**src/rtl/decode_stage.sv**
```systemverilog
// -----------------------------------------------------------------------------
// decode_stage
//
// Buffered MIPS instruction-decode stage sitting between fetch and
// register-read. {pc, instruction} pairs arrive over a valid/ready handshake
// and are held in a DEPTH-entry FIFO. The head entry is decoded
// combinationally into R/I/J fields, sign- and zero-extended immediates, the
// absolute jump target and a coarse instruction class. A synchronous flush
// discards every buffered entry on a branch redirect.
//
// Handshake: a transfer happens on a rising clock edge where valid && ready
// are both high. in_ready depends only on the fill level and never on
// out_ready, so a pop in the same cycle does not open a slot when full.
// out_valid depends only on the fill level.
//
// Parameters:
//   DEPTH  FIFO entries (>= 1, need not be a power of two)
//   PC_W   PC width (>= 28)
//
// Ports:
//   clk          clock, all state updates on the rising edge
//   rst          asynchronous active-high reset
//   in_valid     fetch offers an entry
//   in_ready     stage can accept an entry
//   in_instr     instruction word
//   in_pc        address of in_instr
//   flush        synchronous discard of all entries (highest priority)
//   out_valid    head entry valid
//   out_ready    downstream consumes the head entry
//   out_pc       head PC
//   opcode, rs, rt, rd, shamt, funct   instruction bit fields of the head
//   imm_sext     bits [15:0] sign-extended
//   imm_zext     bits [15:0] zero-extended
//   jump_target  {(out_pc+4)[PC_W-1:28], instr[25:0], 2'b00}
//   itype        00 = R, 10 = J, 01 = I
//   illegal      head opcode outside the legal set
//
// Configuration macro:
//   DECODE_STAGE_ILLEGAL_EN  when defined, illegal = out_valid && !legal(opcode);
//                            when undefined, illegal is tied to 0.
// -----------------------------------------------------------------------------
module decode_stage #(
    parameter int DEPTH = 2,
    parameter int PC_W  = 32
) (
    input  logic            clk,
    input  logic            rst,
    input  logic            in_valid,
    output logic            in_ready,
    input  logic [31:0]     in_instr,
    input  logic [PC_W-1:0] in_pc,
    input  logic            flush,
    output logic            out_valid,
    input  logic            out_ready,
    output logic [PC_W-1:0] out_pc,
    output logic [5:0]      opcode,
    output logic [4:0]      rs,
    output logic [4:0]      rt,
    output logic [4:0]      rd,
    output logic [4:0]      shamt,
    output logic [5:0]      funct,
    output logic [31:0]     imm_sext,
    output logic [31:0]     imm_zext,
    output logic [PC_W-1:0] jump_target,
    output logic [1:0]      itype,
    output logic            illegal
);

    localparam int PTR_W = (DEPTH > 1) ? $clog2(DEPTH) : 1;
    localparam int CNT_W = $clog2(DEPTH + 1);

    localparam logic [PTR_W-1:0] PTR_LAST = PTR_W'(DEPTH - 1);
    localparam logic [CNT_W-1:0] CNT_FULL = CNT_W'(DEPTH);

    // -------------------------------------------------------------------------
    // State
    // -------------------------------------------------------------------------
    logic [PTR_W-1:0] wr_ptr_q, wr_ptr_d;
    logic [PTR_W-1:0] rd_ptr_q, rd_ptr_d;
    logic [CNT_W-1:0] count_q,  count_d;

    logic [31:0]      instr_mem_q [DEPTH];
    logic [PC_W-1:0]  pc_mem_q    [DEPTH];

    logic             push;
    logic             pop;

    // Pointers wrap explicitly so non-power-of-two depths work.
    function automatic logic [PTR_W-1:0] next_ptr(input logic [PTR_W-1:0] p);
        return (p == PTR_LAST) ? '0 : p + 1'b1;
    endfunction

    // -------------------------------------------------------------------------
    // Handshake
    // -------------------------------------------------------------------------
    assign in_ready  = (count_q != CNT_FULL);
    assign out_valid = (count_q != '0);

    assign push = in_valid && in_ready;
    assign pop  = out_valid && out_ready;

    // -------------------------------------------------------------------------
    // Pointer / count next-state. Flush wins over any push or pop.
    // -------------------------------------------------------------------------
    always_comb begin
        wr_ptr_d = wr_ptr_q;
        rd_ptr_d = rd_ptr_q;
        count_d  = count_q;
        if (flush) begin
            wr_ptr_d = '0;
            rd_ptr_d = '0;
            count_d  = '0;
        end else begin
            if (push) begin
                wr_ptr_d = next_ptr(wr_ptr_q);
            end
            if (pop) begin
                rd_ptr_d = next_ptr(rd_ptr_q);
            end
            case ({push, pop})
                2'b10:   count_d = count_q + 1'b1;
                2'b01:   count_d = count_q - 1'b1;
                default: count_d = count_q;
            endcase
        end
    end

    always_ff @(posedge clk or posedge rst) begin
        if (rst) begin
            wr_ptr_q <= '0;
            rd_ptr_q <= '0;
            count_q  <= '0;
        end else begin
            wr_ptr_q <= wr_ptr_d;
            rd_ptr_q <= rd_ptr_d;
            count_q  <= count_d;
        end
    end

    // -------------------------------------------------------------------------
    // Entry storage. Cleared on reset so the decoded outputs read as zero
    // until the first entry arrives. A push dropped by flush is not stored.
    // -------------------------------------------------------------------------
    always_ff @(posedge clk or posedge rst) begin
        if (rst) begin
            for (int i = 0; i < DEPTH; i++) begin
                instr_mem_q[i] <= '0;
                pc_mem_q[i]    <= '0;
            end
        end else if (push && !flush) begin
            instr_mem_q[wr_ptr_q] <= in_instr;
            pc_mem_q[wr_ptr_q]    <= in_pc;
        end
    end

    // -------------------------------------------------------------------------
    // Head decode: purely combinational from registered storage, so the
    // fields hold steady for as long as the head is not popped.
    // -------------------------------------------------------------------------
    logic [31:0] head_instr;

    assign head_instr = instr_mem_q[rd_ptr_q];
    assign out_pc     = pc_mem_q[rd_ptr_q];

    assign opcode   = head_instr[31:26];
    assign rs       = head_instr[25:21];
    assign rt       = head_instr[20:16];
    assign rd       = head_instr[15:11];
    assign shamt    = head_instr[10:6];
    assign funct    = head_instr[5:0];
    assign imm_sext = {{16{head_instr[15]}}, head_instr[15:0]};
    assign imm_zext = {16'h0000, head_instr[15:0]};

    always_comb begin
        itype = 2'b01;
        if (opcode == 6'h00) begin
            itype = 2'b00;
        end else if ((opcode == 6'h02) || (opcode == 6'h03)) begin
            itype = 2'b10;
        end
    end

    // Only the bits of pc+4 above bit 27 reach the jump target. Adding 4
    // carries into bit 28 exactly when bits [27:2] are all ones, so the
    // upper slice is computed directly rather than forming the full sum.
    generate
        if (PC_W > 28) begin : g_jt_upper
            logic [PC_W-29:0] pc_hi_plus4;
            assign pc_hi_plus4 = out_pc[PC_W-1:28]
                               + {{(PC_W-29){1'b0}}, &out_pc[27:2]};
            assign jump_target = {pc_hi_plus4, head_instr[25:0], 2'b00};
        end else begin : g_jt_flat
            assign jump_target = {head_instr[25:0], 2'b00};
        end
    endgenerate

    // -------------------------------------------------------------------------
    // Illegal-opcode flag
    // -------------------------------------------------------------------------
`ifdef DECODE_STAGE_ILLEGAL_EN
    function automatic logic legal_opcode(input logic [5:0] op);
        logic ok;
        ok = 1'b0;
        if (op[5:4] == 2'b00) begin
            ok = 1'b1;                      // 0x00 .. 0x0F
        end else begin
            case (op)
                6'h20, 6'h21, 6'h23, 6'h24,
                6'h25, 6'h28, 6'h29, 6'h2B: ok = 1'b1;
                default:                    ok = 1'b0;
            endcase
        end
        return ok;
    endfunction

    assign illegal = out_valid && !legal_opcode(opcode);
`else
    assign illegal = 1'b0;
`endif

endmodule

```
**config.mk**
```make
export PLATFORM = sky130hd
export DESIGN_NAME = decode_stage
export DESIGN_NICKNAME = d
export VERILOG_FILES = /design/src/rtl/decode_stage.sv
export SDC_FILE = /design/constraint.sdc
export NUM_CORES = 1
export LEC_CHECK = 0
export BUFFER_PORTS_ARGS = -buffer_cell sky130_fd_sc_hd__buf_2
export CAP_MARGIN = 40
export CORE_ASPECT_RATIO = 1.1
export CORE_MARGIN = 4
export CORE_UTILIZATION = 55
export CTS_CLUSTER_DIAMETER = 200
export DETAILED_ROUTE_END_ITERATION = 10
export PLACE_DENSITY = 0.86
export SLEW_MARGIN = 15
export SYNTH_ARGS = -nofsm -noshare
export SYNTH_HDL_FRONTEND = slang
export SYNTH_SLANG_ARGS = --single-unit
```
**constraint.sdc**
```tcl
create_clock -name clk -period 7.95 [get_ports clk]
set_clock_uncertainty 0.2 [all_clocks]
set_input_delay 1.59 -clock clk [delete_from_list [all_inputs] [get_ports clk]]
set_output_delay 1.59 -clock clk [all_outputs]
set_load 0.01 [all_outputs]
```
Yosys cells after proc, flatten, opt, wreduce, memory -nomap -nowiden

Index checks and enable logic that the tools add are counted.

Reductions and logical operators: 12
Order comparisons: 3
Add/sub/neg operators: 5
Multiply operators: 0
Shift operators: 0
Div/mod/pow operators: 0
Bitwise operators: 2
Equal/unequal tests: 5
Muxes and demuxes: 20

Operators by type and width:

| kind                                                                   | count |
|---|---|
| 32-bit 2-to-1 mux                                                      | 7 |
| 64-bit bitwise mux                                                     | 2 |
| 32-bit demux with 1-bit select                                         | 1 |
| 26-bit AND reduction                                                   | 1 |
| 6-bit by 2-bit equality test with 1-bit output (second input constant) | 2 |
| 6-bit zero test                                                        | 1 |
| 1-bit 2-to-1 mux                                                       | 6 |
| 2-bit 2-to-1 mux                                                       | 3 |
| 2-bit nonzero test                                                     | 3 |
| 4-bit by 1-bit adder with 4-bit output                                 | 1 |
| 2-bit >= comparator (second input constant)                            | 2 |
| 1-bit logical AND                                                      | 4 |
| 1-bit inverter with 2-bit output                                       | 2 |
| 2-bit case mux with 2 select lines                                     | 1 |
| 3-bit nonzero test                                                     | 1 |
| 1-bit adder (second input constant)                                    | 2 |
| 2-bit by 1-bit adder with 2-bit output (second input constant)         | 1 |
| 2-bit by 1-bit equality test with 1-bit output (second input constant) | 1 |
| 2-bit equality test (second input constant)                            | 1 |
| 2-bit by 1-bit < comparator with 1-bit output (second input constant)  | 1 |
| 2-bit != test (second input constant)                                  | 1 |
| 2-bit by 1-bit subtractor with 2-bit output (second input constant)    | 1 |
| 1-bit zero test                                                        | 1 |
| 1-bit logical OR                                                       | 1 |

ROM bits: 0
Memory bits (writable): 0
Memories kept: 0
Input port bits: 69
Register bits: 132
Output and inout bits: 165
Bits in latches: 0

Longest topological paths before layout

Word-level depth: 8
Mapped depth: 8
Depth with buffers taken out: 6

Worst setup path after synthesis

No wires, ideal clock.

Kind: register -> output
Start: register rd_ptr_q
End: output port jump_target[30]
Arrival: 2052 ps
Slack: 4108 ps
Required time: 6160 ps
Cell stages (with the launch flop): 8
Cell sequence: dfrtp_1 -> buf_2 -> buf_2 -> buf_2 -> mux2_2 -> ha_1 -> ha_1 -> xor2_1

Elaborated cells between the ends (all ways): 6
Those cells by class: 1 x add/sub; 3 x mux; 1 x bitwise; 1 x reduce/logical

RTL lines:

| what                                                   | line | source |
|---|---|---|
| start: declaration                                     | 79   | `logic [PTR_W-1:0] rd_ptr_q, rd_ptr_d;` |
| start signal: assignment                               | 135  | `rd_ptr_q <= rd_ptr_d;` |
| 1-bit inverter with 2-bit output (implied by the code) | 163  | `assign out_pc = pc_mem_q[rd_ptr_q];` |
| 32-bit 2-to-1 mux (implied by the code) (3 in series)  | 163  |  |
| net out_pc[28]                                         | 55   | `output logic [PC_W-1:0] out_pc,` |
| 4-bit by 1-bit adder with 4-bit output                 | 190  | `+ {{(PC_W-29){1'b0}}, &out_pc[27:2]};` |
| end: declaration                                       | 64   | `output logic [PC_W-1:0] jump_target,` |

The timed path passes the listed nets, and every way through them passes these cells. The select of a mux whose other input is x is not followed.

Final worst setup path

Start: register rd_ptr_q
End: output port jump_target[30]

Longest elaborated chain between the ends: 6

Ends and longest elaborated chain:

| what                                                       | line |
|---|---|
| 1-bit inverter with 2-bit output (implied by the code) (*) | 163 |
| 32-bit 2-to-1 mux (implied by the code) (*) (3 in series)  | 163 |
| 26-bit AND reduction                                       | 190 |
| 4-bit by 1-bit adder with 4-bit output (*)                 | 190 |

Mark *: on every way between the ends. The rest lies on a longest branch, timed or not. The select of a mux whose other input is x is not followed.

==> flow_metrics.py <==
metrics = {
    "logic_synthesis": {
        "ys_ff_latch": 132,
        "synth_area_um2": 6830,
        "yosysWarningCount": 0,
        "synth-seq-area-share_pct": 48.3,
        "ys_types": 35,
        "avgSynthCellArea_um2": 14.0,
        "netlist_instances": 489,
    },
    "clock_network": {
        "clk-insertion-delay-late_ns": 0.41,
        "postCtsHoldBufs": 0,
        "ctsResizeCount": 0,
        "cts_sinks": 132,
        "cts_setup_buffers": 0,
        "cts_buffers": 17,
        "clockRootBuffer": "clkbuf_16",
        "h-tree-depth": 4,
        "cts.clk_slew.worst_paths_ns": 0.05,
        "clock_tree.buffer_depth": 2,
        "cts_tree": "yes",
    },
    "global_routing": {
        "grt_pass1_vias": 4521,
        "grt_usage_pct": 20.9,
        "overflow": 0,
        "antenna_found_initial": 1,
        "grt_pass1_wl_um": 23600,
        "grt_max_degree": 56,
    },
    "floorplanning": {
        "rows": 42,
        "die_height_um": 125,
        "dieArea_um2": 14300,
        "die_w_um": 114,
        "start_util_pct": 56.5,
        "fp.coreArea_um2": 12100,
        "ios": 234,
    },
    "drt": {
        "routed_wl_um": 14700,
        "wl_per_cell_um": 18.4,
        "ant_nets": 0,
        "via_per_inst": 5.28,
        "drt_pass1_iterations": 4,
        "drc": 0,
        "first_iter_violations": 182,
        "vias": 4237,
    },
    "worst_setup_path": {
        "endpoint_kind": "output pin",
        "crit_fanout": 38,
        "critPathKind": "flip-flop to output pin",
        "crit_required_ns": 6.16,
        "cp-start-kind": "flip-flop",
        "arrival_ns": 3.40,
    },
    "placement": {
        "dp.cells": 769,
        "portBuffers": 214,
        "gp_congestion": 0.797,
        "dpl.hpwl_um": 10400,
    },
    "sta": {
        "fin_tns_setup_ns": 0,
        "max_slew_margin_pct": 48.8,
        "fmax_mhz": 193,
        "rsz0062_at_grt": "no",
        "slew_viol_final": 0,
        "worst_pin_slew_ns": 0.768,
        "finalHoldViolations": 0,
        "holdWs_ns": 0.300,
        "period_needed_ns": 5.19,
        "setup_viol": 0,
        "fin_crit_sh_pct": 65.2,
    },
    "run": {
        "cap_viol_max_count": 0,
    },
    "run_status": {
        "status": "complete, no violations",
    },
    "power_and_ir_drop": {
        "p_total_w": 0.00243,
        "vdd_drop_max_mv": 0.149,
        "cellLeakagePower_nw": 3.89,
        "p_per_area_nw_per_um2": 303,
    },
    "cells_and_area": {
        "synthToLayoutAreaGrowth_pct": 17.1,
        "drive_gt1_share_pct": 69.4,
        "num-nets-final": 705,
        "final_cells": 802,
    },
    "min_path": {
        "min_path_type": "flip-flop to flip-flop",
    },
}
==> worst max-delay path, stage by stage (launching register included) <==
cell and delay, ns:
dfrtp_2 0.85, buf_4 0.55, mux2_2 0.41, and4_1 0.22, o221a_2 0.13, ha_1 0.21, ha_1 0.20, xor2_1 0.21
buf_2 0.17
==> Yosys cell counts, drive strengths merged <==
library cell	n	area, um^2
nand2b	2	12.5
nand2	3	11.3
or2	2	12.5
ha	2	25.0
inv	3	11.3
nor3	2	10.0
mux2	191	2340
nor3b	1	7.51
nand3b	1	7.51
nand4b	2	17.5
or3	1	7.51
nand4	7	43.8
o21ai	2	10.0
a21oi	4	20.0
nor2	1	3.75
and4	1	8.76
nor4	4	40.0
o221a	1	11.3
conb	1	3.75
o211ai	1	7.51
buf	113	836
xor2	2	17.5
a21o	1	7.51
xnor2	1	8.76
dfrtp	132	3300
mux2i	1	10.0
nand3	5	25.0
and2	1	6.26
and2b	1	8.76
==> state kept, by name (all words and copies together), names as in the netlist <==
name	cells
instr_mem_q	64
pc_mem_q	64
count_q	2
rd_ptr_q	1
wr_ptr_q	1
==> through the flow <==
stage / utilization [%] / worst slack [ns] / instance area, um^2
after detailed placement: 61.3 / 3.15 / 7400
after floorplan: - / 2.63 / 6900
after CTS: 66.2 / 2.70 / 8000
after global routing: 66.2 / 2.65 / 8000
after global placement: 61.0 / 3.20 / 7380
final: 66.2 / 2.76 / 8000
==> per-layer routing <==
metal | GRT usage [%] | routed length, um | vias to the layer above
met5 | 0 | 0 | -
met1 | 24.7 | 5730 | 2156
li1 | - | - | 1901
met3 | 4.57 | 880 | 26
met4 | 8.67 | 338 | 0
met2 | 36.5 | 7790 | 154
==> report_power, final <==
group / internal [W] / total, W / leakage (nW) / switching (W)
combinational: 0.000373 / 0.000697 / 2.03 / 0.000324
sequential: 0.000837 / 0.000944 / 1.58 / 0.000106
clock: 0.000507 / 0.000784 / 0.290 / 0.000277
==> area by class of cell <==
cell class,instances,area [um^2]
inverter,3,13.8
sequential,132,3300
multi-input combinational,259,2750
clock buffer,22,464
tap,154,193
timing repair buffer,221,1140
antenna,1,2.50
clock inverter,10,130
fill,906,4090
==> logic make-up (layout without fill, tap and decap cells) <==
logic type / count (synthesis) / after routing / synth area share, %
buffers and inverters: 116 / 256 / 12.4
AO/OA/AOI/OAI: 9 / 9 / 0.824
flip-flops: 132 / 132 / 48.3
other: 1 / 20 / 0.0549
AND/OR/NAND/NOR: 34 / 34 / 3.26
XOR/XNOR: 3 / 3 / 0.385
multiplexers: 192 / 192 / 34.4
adder cells (fa/ha/maj): 2 / 2 / 0.366
==> placed cells by master (no fill, tap or decap), types with 2 or more instances in the layout <==
cell type   Yosys  routed
nand4b_1        2       2
nand2_1         3       3
clkbuf_8        0       2
buf_2          14     214
or2_2           2       2
nor3_1          2       2
mux2_2        140     140
o21ai_0         2       2
dfrtp_1       132     131
mux2_4         50      50
clkbuf_16       0      17
clkinvlp_4      0       2
nand2b_1        2       2
xor2_1          2       2
conb_1          1      19
nand3_1         5       5
nand4_1         7       7
clkbuf_1        0       3
buf_4          93       6
nor4_1          3       3
ha_1            2       2
bufinv_16       0       3
clkinv_2        0       5
a21oi_1         4       4
==> final timing paths <==
kind	start	end	slack (ns)	cells after the start
worst max-delay path	rd_ptr_q$_DFFE_PP0P_	jump_target[30]	2.76	8
max in group asynchronous	rst	pc_mem_q[34]$_DFFE_PP0P_	5.28	4
worst min-delay path	instr_mem_q[23]$_DFFE_PP0P_	instr_mem_q[23]$_DFFE_PP0P_	0.30	1
worst min register to register	instr_mem_q[23]$_DFFE_PP0P_	instr_mem_q[23]$_DFFE_PP0P_	0.30	1
worst max register to register	count_q[0]$_DFFE_PP0P_	pc_mem_q[42]$_DFFE_PP0P_	5.79	4
min in group asynchronous	rst	instr_mem_q[17]$_DFFE_PP0P_	0.96	2
(Power assumes the default switching activity.)
